==> src/rtl/alu_operation_issuer.sv <==
// alu_operation_issuer: request/response sequencer for an external combinational ALU.
// A request is accepted in IDLE. A legal op (0x00-0x10) loads the ALU drive registers,
// spends one EXEC cycle while the ALU settles, then presents the captured result in RESP.
// An illegal op (>= 0x11) skips EXEC and answers at once with result 0, zero 1, err 01.
// Divide (0x06) with b == 0 reports err 10 but still returns whatever the ALU produced.
// The response is held stable in RESP until rsp_valid && rsp_ready, then the FSM returns to IDLE.
//
// Ports:
//   clk, rst_n                          clock, synchronous active-low reset
//   req_valid/req_ready                 request handshake (req_ready high only in IDLE)
//   req_op, req_a, req_b, req_shamt     request payload
//   rsp_valid/rsp_ready                 response handshake (rsp_valid high only in RESP)
//   rsp_result, rsp_zero, rsp_err       response payload (err: 00 ok, 01 illegal op, 10 div by zero)
//   alu_op, alu_data_1, alu_data_2,
//   alu_shamt                           registered ALU drive
//   alu_result, alu_zero                ALU outputs
//   issue_count                         completed responses (only with ALU_ISSUER_PERF_COUNT_EN)
//
// Optional feature macro: ALU_ISSUER_PERF_COUNT_EN adds the 32-bit issue_count output.
module alu_operation_issuer #(
  parameter int unsigned DATA_WIDTH = 32,
  parameter int unsigned OP_WIDTH   = 5
) (
  input  logic                  clk,
  input  logic                  rst_n,
  input  logic                  req_valid,
  output logic                  req_ready,
  input  logic [OP_WIDTH-1:0]   req_op,
  input  logic [DATA_WIDTH-1:0] req_a,
  input  logic [DATA_WIDTH-1:0] req_b,
  input  logic [OP_WIDTH-1:0]   req_shamt,
  output logic                  rsp_valid,
  input  logic                  rsp_ready,
  output logic [DATA_WIDTH-1:0] rsp_result,
  output logic                  rsp_zero,
  output logic [1:0]            rsp_err,
  output logic [OP_WIDTH-1:0]   alu_op,
  output logic [DATA_WIDTH-1:0] alu_data_1,
  output logic [DATA_WIDTH-1:0] alu_data_2,
  output logic [OP_WIDTH-1:0]   alu_shamt,
  input  logic [DATA_WIDTH-1:0] alu_result,
  input  logic                  alu_zero
`ifdef ALU_ISSUER_PERF_COUNT_EN
  ,
  output logic [31:0]           issue_count
`endif
);

  localparam logic [OP_WIDTH-1:0] OP_LAST_LEGAL = OP_WIDTH'(16);
  localparam logic [OP_WIDTH-1:0] OP_DIV        = OP_WIDTH'(6);
  localparam logic [1:0]          ERR_OK        = 2'b00;
  localparam logic [1:0]          ERR_ILLEGAL   = 2'b01;
  localparam logic [1:0]          ERR_DIV0      = 2'b10;

  typedef enum logic [1:0] {
    IDLE = 2'd0,
    EXEC = 2'd1,
    RESP = 2'd2
  } state_t;

  state_t                  state_q;
  state_t                  state_d;
  logic [OP_WIDTH-1:0]     alu_op_d;
  logic [DATA_WIDTH-1:0]   alu_data_1_d;
  logic [DATA_WIDTH-1:0]   alu_data_2_d;
  logic [OP_WIDTH-1:0]     alu_shamt_d;
  logic [DATA_WIDTH-1:0]   rsp_result_d;
  logic                    rsp_zero_d;
  logic [1:0]              rsp_err_d;
  logic                    accept_c;
  logic                    legal_c;
  logic                    rsp_done_c;

  // Next-state and next-register values; every register holds by default.
  always_comb begin
    state_d      = state_q;
    alu_op_d     = alu_op;
    alu_data_1_d = alu_data_1;
    alu_data_2_d = alu_data_2;
    alu_shamt_d  = alu_shamt;
    rsp_result_d = rsp_result;
    rsp_zero_d   = rsp_zero;
    rsp_err_d    = rsp_err;
    // req_ready is only ever high in IDLE, so it alone qualifies acceptance.
    accept_c     = req_valid && req_ready;
    legal_c      = (req_op <= OP_LAST_LEGAL);
    rsp_done_c   = rsp_valid && rsp_ready;

    case (state_q)
      IDLE: begin
        if (accept_c) begin
          if (legal_c) begin
            alu_op_d     = req_op;
            alu_data_1_d = req_a;
            alu_data_2_d = req_b;
            alu_shamt_d  = req_shamt;
            state_d      = EXEC;
          end else begin
            // ALU drive stays untouched so the ALU never sees the illegal op.
            rsp_result_d = '0;
            rsp_zero_d   = 1'b1;
            rsp_err_d    = ERR_ILLEGAL;
            state_d      = RESP;
          end
        end
      end
      EXEC: begin
        // Drive registers still hold the accepted payload, so div-by-zero is judged from them.
        rsp_result_d = alu_result;
        rsp_zero_d   = alu_zero;
        rsp_err_d    = ((alu_op == OP_DIV) && (alu_data_2 == '0)) ? ERR_DIV0 : ERR_OK;
        state_d      = RESP;
      end
      RESP: begin
        if (rsp_done_c) begin
          state_d = IDLE;
        end
      end
      default: begin
        state_d = IDLE;
      end
    endcase
  end

  // State and output registers; handshake flags follow the next state.
  always_ff @(posedge clk) begin
    if (!rst_n) begin
      state_q    <= IDLE;
      req_ready  <= 1'b0;
      rsp_valid  <= 1'b0;
      rsp_result <= '0;
      rsp_zero   <= 1'b0;
      rsp_err    <= ERR_OK;
      alu_op     <= '0;
      alu_data_1 <= '0;
      alu_data_2 <= '0;
      alu_shamt  <= '0;
    end else begin
      state_q    <= state_d;
      req_ready  <= (state_d == IDLE);
      rsp_valid  <= (state_d == RESP);
      rsp_result <= rsp_result_d;
      rsp_zero   <= rsp_zero_d;
      rsp_err    <= rsp_err_d;
      alu_op     <= alu_op_d;
      alu_data_1 <= alu_data_1_d;
      alu_data_2 <= alu_data_2_d;
      alu_shamt  <= alu_shamt_d;
    end
  end

`ifdef ALU_ISSUER_PERF_COUNT_EN
  // Completed-response counter; wraps naturally at 2^32.
  always_ff @(posedge clk) begin
    if (!rst_n) begin
      issue_count <= 32'd0;
    end else if (rsp_done_c) begin
      issue_count <= issue_count + 32'd1;
    end
  end
`endif

endmodule

==> config.mk <==
export PLATFORM = sky130hd
export DESIGN_NAME = alu_operation_issuer
export DESIGN_NICKNAME = d
export VERILOG_FILES = /design/src/rtl/alu_operation_issuer.sv
export SDC_FILE = /design/constraint.sdc
export NUM_CORES = 1
export LEC_CHECK = 0
export ABC_AREA = 1
export ABC_CLOCK_PERIOD_IN_PS = 3300
export BUFFER_PORTS_ARGS = -buffer_cell sky130_fd_sc_hd__buf_2
export CORE_MARGIN = 2
export CORE_UTILIZATION = 49
export DETAILED_ROUTE_END_ITERATION = 16
export MAX_ROUTING_LAYER = met4
export PLACE_DENSITY_LB_ADDON = 0.3
export SETUP_SLACK_MARGIN = 0.2
export SLEW_MARGIN = 20
export SYNTH_ARGS = -nofsm -noshare
export SYNTH_HDL_FRONTEND = slang
export SYNTH_SLANG_ARGS = --single-unit
==> constraint.sdc <==
create_clock -name clk -period 3.3 [get_ports clk]
set_input_delay 0.66 -clock clk [delete_from_list [all_inputs] [get_ports clk]]
set_output_delay 0.66 -clock clk [all_outputs]
set_load 0.1 [all_outputs]
==> metrics.md, run 1 <==
| Metric | Value |
|---|---|
| Total grt overflow | `0` |
| Core footprint | `~0.009 mm²` |
| Clock Tree Buf Depth | `2` |
| Dpl hpwl | `~8300 µm` |
| Die Area | `around 0.010 mm²` |
| Final Cycle Share | `around 60%` |
| Minimum clock period | `around 2 ns` |
| Synthesis-to-finish area growth | `32.9%` |
| Leak pwr | `slightly above 3 nW` |
| Peak supply drop | `0.000380 V` |
| Most common cell after layout, fill and taps aside | `buf_2` |
| Rel. slew slack | `47.9%` |
| Top Ports | `between 200 and 250` |
| Reg-to-reg critical path startpoint | `state_q[0]` |
| Initial antenna violation count | `0` |
| CP max FO | `3` |
| DP Cell Count | `828` |
| Worst path required time | `around 2.6 ns` |
| Reg2reg end | `rsp_err[1]` |
| Max frequency | `506 MHz` |
| PwrDens | `~630 mW/mm²` |
| CP delay by family, top | `buffers and inverters` |
| GR Layer Usage met2 | `between 40% and 50%` |
| Hold buffers post-CTS | `0` |
| Area of the mapped netlist | `0.00451 mm²` |
| Slowest-stage cell, CP | `buf_2` |
| Pre-antenna DRT Iters | `5` |
| WL final | `approximately 12000 µm` |
| Most frequent cells in the layout | `221 x buf_2, 141 x nand2_1, 113 x dfxtp_1` |
| Setup TNS | `0 ns` |
| Most Used Layer, Global Route | `met2` |
| CTS resizes | `0` |
| Area of the multi-input gates | `0.00182 mm²` |
| Mean Syn Cell Area | `~8.6 µm²` |
| Vias in the first global route | `between 4000 and 5000` |
| Clock root cell | `clkbuf_8` |
| Starting Density | `between 50% and 60%` |
| Antenna cell count | `0` |
| Library cells used by synthesis | `25` |
| Min-delay src | `req_a[21]` |
| Die Y | `~100 µm` |
| M1 GR Usage | `between 20% and 30%` |
| RSZ-0062 raised after global routing | `no` |
| # setup viols final | `0` |
| Antenna viol nets, final | `0` |
| Register area | `approximately 0.0023 mm²` |
| FF-to-FF path depth | `8` |
| Setup Buffers After CTS | `0` |
| All-Layer GR Usage | `between 20% and 30%` |
| Clock H-tree levels | `4` |
| Clk_lat worst skew | `~0.5 ns` |
| CTS tree | `built` |
| # fillers | `approximately 740` |
| WHS Endpoint | `alu_data_1[21]` |
| Slew Viols, Final | `0` |
| FF+latch count, synth | `113` |
| Area leader, netlist | `dfxtp_1` |
| Status | `complete, no violations` |
| Synth top area share | `about half` |
| Area contributors post-synth | `dfxtp_1 50%, nand2_1 12%, nand2_2 9.9%` |
| Area post-placement | `0.00544 mm²` |
| Avg WL per Cell | `approximately 14 µm` |
| Finished Layout Cells | `860` |
| HP Class | `in -> reg` |
| DRT iter0 DRCs | `116` |
| Crit path buf inv count | `1` |
| Clk slew on worst S/H paths | `0.05 ns` |
| Crit path kind | `reg -> out` |
| RD Place Congestion | `around 0.86` |
| Clock Skew | `0.00740 ns` |
| Slowest stage delay, CP | `0.45 ns` |
| DR vias/cell | `roughly 4.8` |
| Cell area after layout | `0.00599 mm²` |
| Row cnt | `34` |
| Hold Violations, Final | `0` |
| Crit path arrival time | `1.32 ns` |
| Pin count of the biggest net entering global routing | `74` |
| Worst setup EP type | `primary output` |
| IO Port Bufs | `roughly 220` |
| WHS Path Cells | `3` |
| DIE WIDTH | `around 100 µm` |
| Drt drc | `0` |
| Num CTS Buffers | `17` |
| CP cell instances | `buf_2` |
| Synth Net Count | `about 640` |
| First-pass GRT wire length | `~19000 µm` |
| Layout cells sized above 1 | `roughly 47%` |
| Met3 Usage GRT | `under 10%` |
| Clk sinks | `approximately 110` |
| Max-cap check violation count | `0` |
| Synth warn | `0` |
| Seq/Total Area, Yosys | `about half` |
| Synthesized instance count | `roughly 530` |
| Vias | `4158` |
| Nets@finish | `850` |
| Worst slew pin tran | `0.780 ns` |
| Worst setup SP type | `flop` |
| Reg2Reg Setup Slack | `1.46 ns` |
==> sequential cells by signal, indices dropped and copies added (netlist names) <==
signal	flops
alu_data_1	32
alu_data_2	32
alu_op	5
alu_shamt	5
req_ready	1
rsp_err	2
rsp_result	32
rsp_valid	1
rsp_zero	1
state_q	2
==> worst max path at each step <==
stage | startpoint | endpoint | slack (ns) | cells past startpoint
after CTS | alu_op[4] | alu_op[4] | 1.30 | 1
after global routing | state_q[0] | rsp_err[1] | 1.25 | 8
after global placement | req_op[0] | alu_data_2[31] | 1.08 | 8
after floorplan | req_ready | alu_op[2] | 1.28 | 6
final | alu_data_2[1] | alu_data_2[1] | 1.32 | 1
after detailed placement | req_op[0] | alu_data_1[31] | 1.02 | 8
==> Yosys cell counts, drive strengths merged <==
| cell type | count |
|---|---|
| nand2 | 213 |
| dfxtp | 113 |
| nand3 | 72 |
| a21oi | 35 |
| buf | 27 |
| nor2 | 27 |
| inv | 22 |
| o21ai | 12 |
| clkbuf | 3 |
| nor3 | 1 |
| o21bai | 1 |
| o22ai | 1 |
==> area by class of cell <==
| class | count | area share, % |
|---|---|---|
| Clock buffer | 22 | 7.40 |
| Tap cell | 108 | 2.26 |
| Sequential cell | 113 | 37.8 |
| Clock inverter | 10 | 1.86 |
| Timing Repair Buffer | 223 | 18.7 |
| Multi-Input combinational cell | 362 | 30.5 |
| Inverter | 22 | 1.55 |
==> power by group <==
group,switching (W),internal (W)
Combinational,0.000518,0.000124
Sequential,0.0000315,0.00142
Clock,0.000607,0.00109
Total,0.00116,0.00263
==> per-layer routing <==
layer | routed length [µm] | vias up
met1 | 4760 | 1875
met2 | 5890 | 163
met3 | 840 | 23
met5 | 0 | -
li1 | - | 2097
met4 | 249 | 0
==> through the flow <==
step / setup WS [ns] / total power (W) / hold slack (ns) / util, %
final: 1.32 / 0.00378 / 0.345 / 68.0
after global routing: 1.25 / 0.00391 / 0.327 / 68.0
after CTS: 1.30 / 0.00381 / 0.329 / 68.0
after detailed placement: 1.02 / 0.00212 / 0.450 / 61.7
after global placement: 1.08 / 0.00211 / 0.445 / 61.7
after floorplan: 1.28 / 0.00199 / 0.600 / -
==> kinds of logic after synthesis <==
group           count (synthesis)  synth area share [%]
buf+inv                        52                  9.33
compound gates                 49                  7.58
simple gates                  313                  32.9
flops                         113                  50.2
No activity file was read; power rests on OpenSTA's default activity.
==> run 2: changes to the inputs <==
--- a/config.mk
+++ b/config.mk
@@ -6,10 +6,10 @@
 export NUM_CORES = 1
 export LEC_CHECK = 0
 export ABC_AREA = 1
-export ABC_CLOCK_PERIOD_IN_PS = 3300
+export ABC_CLOCK_PERIOD_IN_PS = 2050
 export BUFFER_PORTS_ARGS = -buffer_cell sky130_fd_sc_hd__buf_2
 export CORE_MARGIN = 2
-export CORE_UTILIZATION = 49
+export CORE_UTILIZATION = 46
 export DETAILED_ROUTE_END_ITERATION = 16
 export MAX_ROUTING_LAYER = met4
 export PLACE_DENSITY_LB_ADDON = 0.3
==> constraint.sdc (replaced) <==
create_clock -name clk -period 2.05 [get_ports clk]
set_input_delay 0.41 -clock clk [delete_from_list [all_inputs] [get_ports clk]]
set_output_delay 0.41 -clock clk [all_outputs]
set_load 0.1 [all_outputs]
==> run 2 against run 1 <==
Against the previous run: first-iteration DRC count is 31% lower; total power is 79% higher; sequential power increased by 61%; setup slack worse by 1.0 ns; highest routed layer unchanged; final cell count increased by 3.4%; largest power group unchanged; clock power increased by 100%; flip-flop and latch count stayed put.
==> metrics.md, run 2 (synthesis results as in run 1) <==
| Metric | Value |
|---|---|
| IO Port Bufs | `221 (unchanged)` |
| Dpl hpwl | `8390 µm (was 8270 µm)` |
| Avg WL per Cell | `13.0 µm (was 13.6 µm)` |
| DP Worst Slack | `0.286 ns (was 1.02 ns)` |
| CTS tree | `built (unchanged)` |
| Antenna viol nets, final | `0 (unchanged)` |
| CTS resizes | `0 (unchanged)` |
| Nets@finish | `854 (was 850)` |
| Vias | `4221 (was 4158)` |
| DIE WIDTH | `103 µm (was 99.9 µm)` |
| Starting Density | `46.8% (was 51.2%)` |
| Hold Violations, Final | `0 (unchanged)` |
| All-Layer GR Usage | `22.0% (was 24.5%)` |
| Slew Viols, Final | `0 (unchanged)` |
| Finished Layout Cells | `889 (was 860)` |
| Peak supply drop | `0.000569 V (was 0.000380 V)` |
| Reg2Reg Setup Slack | `0.47 ns (was 1.46 ns)` |
| Clk_lat worst skew | `0.50 ns (about the same)` |
| Antenna cell count | `0 (unchanged)` |
| PnR worst setup slack | `0.319 ns (was 1.32 ns)` |
| PwrDens | `1090 mW/mm² (was 632 mW/mm²)` |
| Register area | `0.00226 mm² (about the same)` |
| Sw Share | `28.1% (was 30.5%)` |
| Pint | `0.00487 W (was 0.00263 W)` |
| WL final | `11600 µm (was 11700 µm)` |
| Setup Buffers After CTS | `0 (unchanged)` |
| Clk pwr share | `50.2% (was 44.8%)` |
| Pin count of the biggest net entering global routing | `67 (was 74)` |
| Register share of total power | `34.4% (was 38.3%)` |
| Core footprint | `0.00964 mm² (was 0.00881 mm²)` |
| Max-cap check violation count | `0 (unchanged)` |
| # setup viols final | `0 (unchanged)` |
| Die Y | `103 µm (was 99.9 µm)` |
| Max frequency | `roughly 580 MHz` |
| Crit path arrival time | `1.32 ns (about the same)` |
| Final Cycle Share | `84.4%` |
| P_sw | `0.00191 W (was 0.00116 W)` |
| Vias in the first global route | `3895 (was 4119)` |
| Clk slew on worst S/H paths | `0.06 ns (was 0.05 ns)` |
| Setup TNS | `0 ns (unchanged)` |
| Rel. slew slack | `52.3% (was 47.9%)` |
| Comb pwr share | `15.4% (was 17.0%)` |
| Layout cells sized above 1 | `47.9% (was 47.1%)` |
| Tot Pwr | `0.00677 W (was 0.00378 W)` |
| Crit path kind | `reg -> out (unchanged)` |
| Initial antenna violation count | `0 (unchanged)` |
| Status | `complete, no violations (unchanged)` |
| Row cnt | `36 (was 34)` |
| CP cell instances | `buf_2 (unchanged)` |
| Total grt overflow | `0 (unchanged)` |
| Drt drc | `0 (unchanged)` |
| Clock root cell | `clkbuf_8 (unchanged)` |
| FF-to-FF path depth | `5 (was 8)` |
| DRT iter0 DRCs | `80 (was 116)` |
| Min-delay src | `req_a[8] (was req_a[21])` |
| HP Class | `in -> reg (unchanged)` |
| DP Cell Count | `857 (was 828)` |
| Most frequent cells in the layout | `221 x buf_2, 141 x nand2_1, 112 x dfxtp_1 (was 221 x buf_2, 141 x nand2_1, 113 x dfxtp_1)` |
| Clock Tree Buf Depth | `2 (unchanged)` |
| Worst setup EP type | `primary output (unchanged)` |
| Most common cell after layout, fill and taps aside | `buf_2 (unchanged)` |
| RD Place Congestion | `0.806 (was 0.858)` |
| Top Ports | `222 (unchanged)` |
| Synthesis-to-finish area growth | `38.1% (was 32.9%)` |
| Clk sinks | `113 (unchanged)` |
| Reg-to-reg critical path startpoint | `state_q[1] (was state_q[0])` |
| Clock H-tree levels | `4 (unchanged)` |
| Die Area | `0.0106 mm² (was 0.00998 mm²)` |
| Hold buffers post-CTS | `0 (unchanged)` |
| First-pass GRT wire length | `17700 µm (was 18800 µm)` |
| Worst setup SP type | `flop (unchanged)` |
| Reg2reg end | `alu_data_1[20] (was rsp_err[1])` |
| Crit path buf inv count | `1 (unchanged)` |
| Worst slew pin tran | `0.714 ns (was 0.780 ns)` |
| Num CTS Buffers | `17 (unchanged)` |
| WHS Endpoint | `alu_data_1[8] (was alu_data_1[21])` |
| Worst path required time | `1.64 ns (was 2.64 ns)` |
| Minimum clock period | `~1.7 ns` |
| Clock Skew | `0.00494 ns (was 0.00740 ns)` |
| Area of the multi-input gates | `0.00182 mm² (unchanged)` |
| Slowest stage delay, CP | `0.45 ns (about the same)` |
| Pre-antenna DRT Iters | `4 (was 5)` |
| # fillers | `852 (was 741)` |
| Leak pwr | `3.20 nW (was 3.10 nW)` |
| RSZ-0062 raised after global routing | `no (unchanged)` |
| WHS Path Cells | `3 (unchanged)` |
| CP delay by family, top | `buffers and inverters (unchanged)` |
| CP max FO | `3 (unchanged)` |
| Largest registers | `alu_data_1: 32 flops, alu_data_2: 32 flops, rsp_result: 32 flops (unchanged)` |
| DR vias/cell | `4.75 (was 4.83)` |
| Slowest-stage cell, CP | `buf_2 (unchanged)` |
-- run 2: changes by cell type in the layout (fill, tap and decap cells not counted), sizes merged --
| cell | before | now |
|---|---|---|
| buf | 223 | 227 |
| clkbuf | 22 | 19 |
| clkinv | 5 | 3 |
| bufinv | 2 | 7 |
| clkinvlp | 3 | 2 |
| inv | 22 | 23 |
-- run 2: through the flow --
| step | utilization [%] | instance area, µm² | hold WS, ns |
|---|---|---|---|
| floorplan | - | 4510 | 0.507 |
| global placement | 57.4 | 5540 | 0.445 |
| detailed placement | 57.4 | 5540 | 0.452 |
| CTS | 64.6 | 6220 | 0.0792 |
| global route | 64.6 | 6220 | 0.0884 |
| finish | 64.6 | 6220 | 0.0991 |
-- run 2: cell type report --
| type | count | area share (%) |
|---|---|---|
| clock buffer | 19 | 6.94 |
| clock inverter | 13 | 4.12 |
| inverter | 22 | 1.49 |
| multi-input combinational | 362 | 29.3 |
| sequential | 113 | 36.4 |
| tap | 133 | 2.67 |
| timing repair buffer | 227 | 19.1 |
-- run 2: power groups by stage --
stage | clock network, W | logic (W) | registers (W)
final | 0.00340 | 0.00104 | 0.00233
after global routing | 0.00355 | 0.00110 | 0.00234
after CTS | 0.00344 | 0.00105 | 0.00233
after detailed placement | 0 | 0.00105 | 0.00238
after global placement | 0 | 0.00104 | 0.00237
after floorplan | 0 | 0.000268 | 0.00294
-- run 2: metal layers --
metal | vias up | global-route usage, % | wire length, µm
li1 | 2112 | - | -
met1 | 1919 | 24.9 | 4720
met2 | 166 | 36.8 | 5670
met3 | 24 | 6.51 | 911
met4 | 0 | 7.89 | 267
met5 | - | - | 0
-- run 2: worst max-delay path by stage --
stage	from	end	slack, ns	cells past startpoint
finish	alu_data_2[20]	alu_data_2[20]	0.32	1
global route	alu_data_2[20]	alu_data_2[20]	0.25	1
CTS	alu_data_2[20]	alu_data_2[20]	0.29	1
detailed placement	req_op[0]	alu_data_1[20]	0.29	8
global placement	req_op[0]	alu_data_1[30]	0.33	8
floorplan	req_ready	alu_op[2]	0.39	6
==> run 3: changes to the inputs <==
--- a/config.mk
+++ b/config.mk
@@ -5,11 +5,11 @@
 export SDC_FILE = /design/constraint.sdc
 export NUM_CORES = 1
 export LEC_CHECK = 0
-export ABC_AREA = 1
-export ABC_CLOCK_PERIOD_IN_PS = 2050
+export ABC_AREA = 0
+export ABC_CLOCK_PERIOD_IN_PS = 1600
 export BUFFER_PORTS_ARGS = -buffer_cell sky130_fd_sc_hd__buf_2
 export CORE_MARGIN = 2
-export CORE_UTILIZATION = 46
+export CORE_UTILIZATION = 43
 export DETAILED_ROUTE_END_ITERATION = 16
 export MAX_ROUTING_LAYER = met4
 export PLACE_DENSITY_LB_ADDON = 0.3
==> constraint.sdc (replaced) <==
create_clock -name clk -period 1.6 [get_ports clk]
set_input_delay 0.32 -clock clk [delete_from_list [all_inputs] [get_ports clk]]
set_output_delay 0.32 -clock clk [all_outputs]
set_load 0.1 [all_outputs]
==> run 3 against run 2 <==
Against the previous run: largest cell class is now buffers; hold slack worse by 0.070 ns; global-route usage is 8.3 points higher; utilization is 26 points higher; setup slack worse by 0.29 ns; clock-buffer cell count is 1 higher; synthesized cell count is 41% lower; non-clock buffer count is 17 higher; sequential power is 31% higher; design area is 25% higher; sequential share of layout area is 4.3 points lower; total power is 32% higher.
==> metrics.md, run 3 <==
| Metric | Value |
|---|---|
| Crit path buf inv count | `0 (was 1)` |
| Status | `complete, no violations (unchanged)` |
| Library cells used by synthesis | `29 (was 25)` |
| Drt drc | `0 (unchanged)` |
| Post-synth top flop | `dfxtp_1 (unchanged)` |
| Antenna viol nets, final | `0 (unchanged)` |
| CP delay by family, top | `simple AND/OR/NAND/NOR gates (was buffers and inverters)` |
| Worst slew pin tran | `0.561 ns (was 0.714 ns)` |
| Area leader, netlist | `dfxtp_1 (unchanged)` |
| Hold Violations, Final | `0 (unchanged)` |
| RSZ-0062 raised after global routing | `yes (was no)` |
| Synthesis-to-finish area growth | `107% (was 38.1%)` |
| WL final | `16000 µm (was 11600 µm)` |
| Synth warn | `0 (unchanged)` |
| Rel. slew slack | `62.3% (was 52.3%)` |
| Layout cells sized above 1 | `72.1% (was 47.9%)` |
| All-Layer GR Usage | `30.3% (was 22.0%)` |
| First-pass GRT wire length | `21700 µm (was 17700 µm)` |
| Synth Net Count | `423 (was 638)` |
| Area contributors post-synth | `dfxtp_1 60%, a22o_1 17%, a22oi_1 6.4% (was dfxtp_1 50%, nand2_1 12%, nand2_2 9.9%)` |
| Max-cap check violation count | `0 (unchanged)` |
| PwrDens | `1150 mW/mm² (was 1090 mW/mm²)` |
| Synth top area share | `60.4% (was 50.2%)` |
| Initial antenna violation count | `1 (was 0)` |
| Slew Viols, Final | `0 (unchanged)` |
| DR vias/cell | `5.79 (was 4.75)` |
| Crit path kind | `reg -> reg (was reg -> out)` |
| Clk_lat worst skew | `0.50 ns (about the same)` |
| Final Cycle Share | `about 100%` |
| IO Port Bufs | `221 (unchanged)` |
| Hold buffers post-CTS | `0 (unchanged)` |
| CTS tree | `built (unchanged)` |
| CP cell instances | `nor4_1 -> nand4_1 -> nor2_1 -> a32o_1 (was buf_2)` |
| DIE WIDTH | `97.3 µm (was 103 µm)` |
| Largest registers | `alu_data_1: 32 flops, alu_data_2: 32 flops, rsp_result: 32 flops (unchanged)` |
| Crit path arrival time | `2.01 ns (was 1.32 ns)` |
| Pre-antenna DRT Iters | `6 (was 4)` |
| Max frequency | `about 640 MHz` |
| Seq/Total Area, Yosys | `60.4% (was 50.2%)` |
| Dpl hpwl | `7310 µm (was 8390 µm)` |
| Worst setup SP type | `flop (unchanged)` |
| Most frequent cells in the layout | `116 x buf_12, 110 x buf_2, 79 x dfxtp_2 (was 221 x buf_2, 141 x nand2_1, 112 x dfxtp_1)` |
| Clock Tree Buf Depth | `2 (unchanged)` |
| Vias | `3866 (was 4221)` |
| Die Y | `97.3 µm (was 103 µm)` |
| List of most frequent post-synthesis cells | `113 x dfxtp_1, 74 x a22o_1, 34 x nor2b_1 (was 141 x nand2_1, 113 x dfxtp_1, 71 x nand2_2, 71 x nand3_1, 26 x nor2_1)` |
| Slowest stage delay, CP | `0.53 ns (was 0.45 ns)` |
| CP max FO | `3 (unchanged)` |
| Vias in the first global route | `3925 (was 3895)` |
| Starting Density | `43.6% (was 46.8%)` |
| # setup viols final | `0 (unchanged)` |
| Reg2Reg Setup Slack | `0.03 ns (was 0.47 ns)` |
| RD Place Congestion | `0.835 (was 0.806)` |
| Synthesized instance count | `312 (was 527)` |
| Num CTS Buffers | `17 (unchanged)` |
| Core footprint | `0.00859 mm² (was 0.00964 mm²)` |
| Slowest-stage cell, CP | `nor4_1 (was buf_2)` |
| Area post-placement | `0.00502 mm² (was 0.00554 mm²)` |
| Clock H-tree levels | `4 (unchanged)` |
| FF+latch count, synth | `113 (unchanged)` |
| Finished Layout Cells | `668 (was 889)` |
| DRT iter0 DRCs | `249 (was 80)` |
| Nets@finish | `657 (was 854)` |
| Pin count of the biggest net entering global routing | `36 (was 67)` |
| Synth async-reset ratio | `0% (unchanged)` |
| Total grt overflow | `0 (unchanged)` |
| Worst path required time | `2.03 ns (was 1.64 ns)` |
| Area of the mapped netlist | `0.00374 mm² (was 0.00451 mm²)` |
| Peak supply drop | `0.000869 V (was 0.000569 V)` |
| Row cnt | `34 (was 36)` |
| Utilization after layout | `90.2% (was 64.6%)` |
| Worst setup EP type | `flop (was primary output)` |
| Most common cell after layout, fill and taps aside | `buf_12 (was buf_2)` |
| Setup TNS | `0 ns (unchanged)` |
| HP Class | `in -> reg (unchanged)` |
| # fillers | `320 (was 852)` |
| Clk sinks | `113 (unchanged)` |
| Top Ports | `222 (unchanged)` |
| Minimum clock period | `between 1.5 and 2 ns` |
| Mean Syn Cell Area | `12.0 µm² (was 8.55 µm²)` |
| Leak pwr | `3.21 nW (was 3.20 nW)` |
| Cell area after layout | `0.00775 mm² (was 0.00622 mm²)` |
| Clock Skew | `0.00834 ns (was 0.00494 ns)` |
| Clk slew on worst S/H paths | `0.06 ns (about the same)` |
| DP Cell Count | `623 (was 857)` |
| Post-synth EDFFs | `0 (unchanged)` |
| Avg WL per Cell | `23.9 µm (was 13.0 µm)` |
| Die Area | `0.00947 mm² (was 0.0106 mm²)` |
| Top-count cell post-synth | `dfxtp_1 (was nand2_1)` |
| Clock root cell | `clkbuf_8 (unchanged)` |
run 3: cell type report:
| cell class | instances | area (µm²) | share of cell area [%] |
|---|---|---|---|
| clock inverters | 12 | 206 | 2.66 |
| diodes | 1 | 2.50 | 0.0323 |
| multi-input cells | 169 | 1400 | 18.1 |
| inverters | 1 | 3.75 | 0.0484 |
| well taps | 108 | 135 | 1.74 |
| clock buffers | 20 | 445 | 5.75 |
| repair buffers | 244 | 3070 | 39.6 |
| flip-flops and latches | 113 | 2490 | 32.1 |
run 3: kinds of logic (layout without fill, tap and decap cells):
kind of cell	after synthesis	in the layout	share of synthesized area (%)
simple gates	55	55	9.43
buf+inv	30	277	4.55
flops	113	113	60.4
other cells	0	1	0
compound gates	114	114	25.6
run 3: path summary, 6_finish.rpt:
path                    end  cells past startpoint           start
min          alu_data_1[24]                      2       req_a[24]
min reg2reg    alu_shamt[1]                      1    alu_shamt[1]
max              rsp_err[1]                      4  alu_data_2[27]
max reg2reg      rsp_err[1]                      4  alu_data_2[27]
run 3: per-layer routing:
metal | routed length [µm] | track usage [%]
met1 | 5660 | 32.5
met5 | 0 | -
met2 | 8570 | 54.1
met4 | 658 | 12.7
met3 | 1110 | 6.62
run 3: repair_timing:
| item | 4_1_cts | 5_1_grt |
|---|---|---|
| resized for setup | 544 | 45 |
| setup buffers | 0 | 10 |
| endpoints found under the setup margin | 186 | 144 |
| pin swaps | 0 | 5 |
| gates cloned | 0 | 2 |
run 3: power by group:
part | internal (W) | switching, W | leakage [nW]
combinational | 0.000668 | 0.00107 | 1.93
sequential | 0.00291 | 0.000144 | 0.980
clock | 0.00278 | 0.00138 | 0.304
total | 0.00635 | 0.00259 | 3.21
run 3: stage by stage:
step	hold slack, ns	worst slack (ns)	power [W]
2_1_floorplan	0.445	-0.107	0.00404
3_3_place_gp	0.429	-0.222	0.00434
3_5_place_dp	0.438	-0.296	0.00435
4_1_cts	0.000410	0.184	0.00885
5_1_grt	0.0168	0.0536	0.00917
6_report	0.0289	0.0272	0.00895
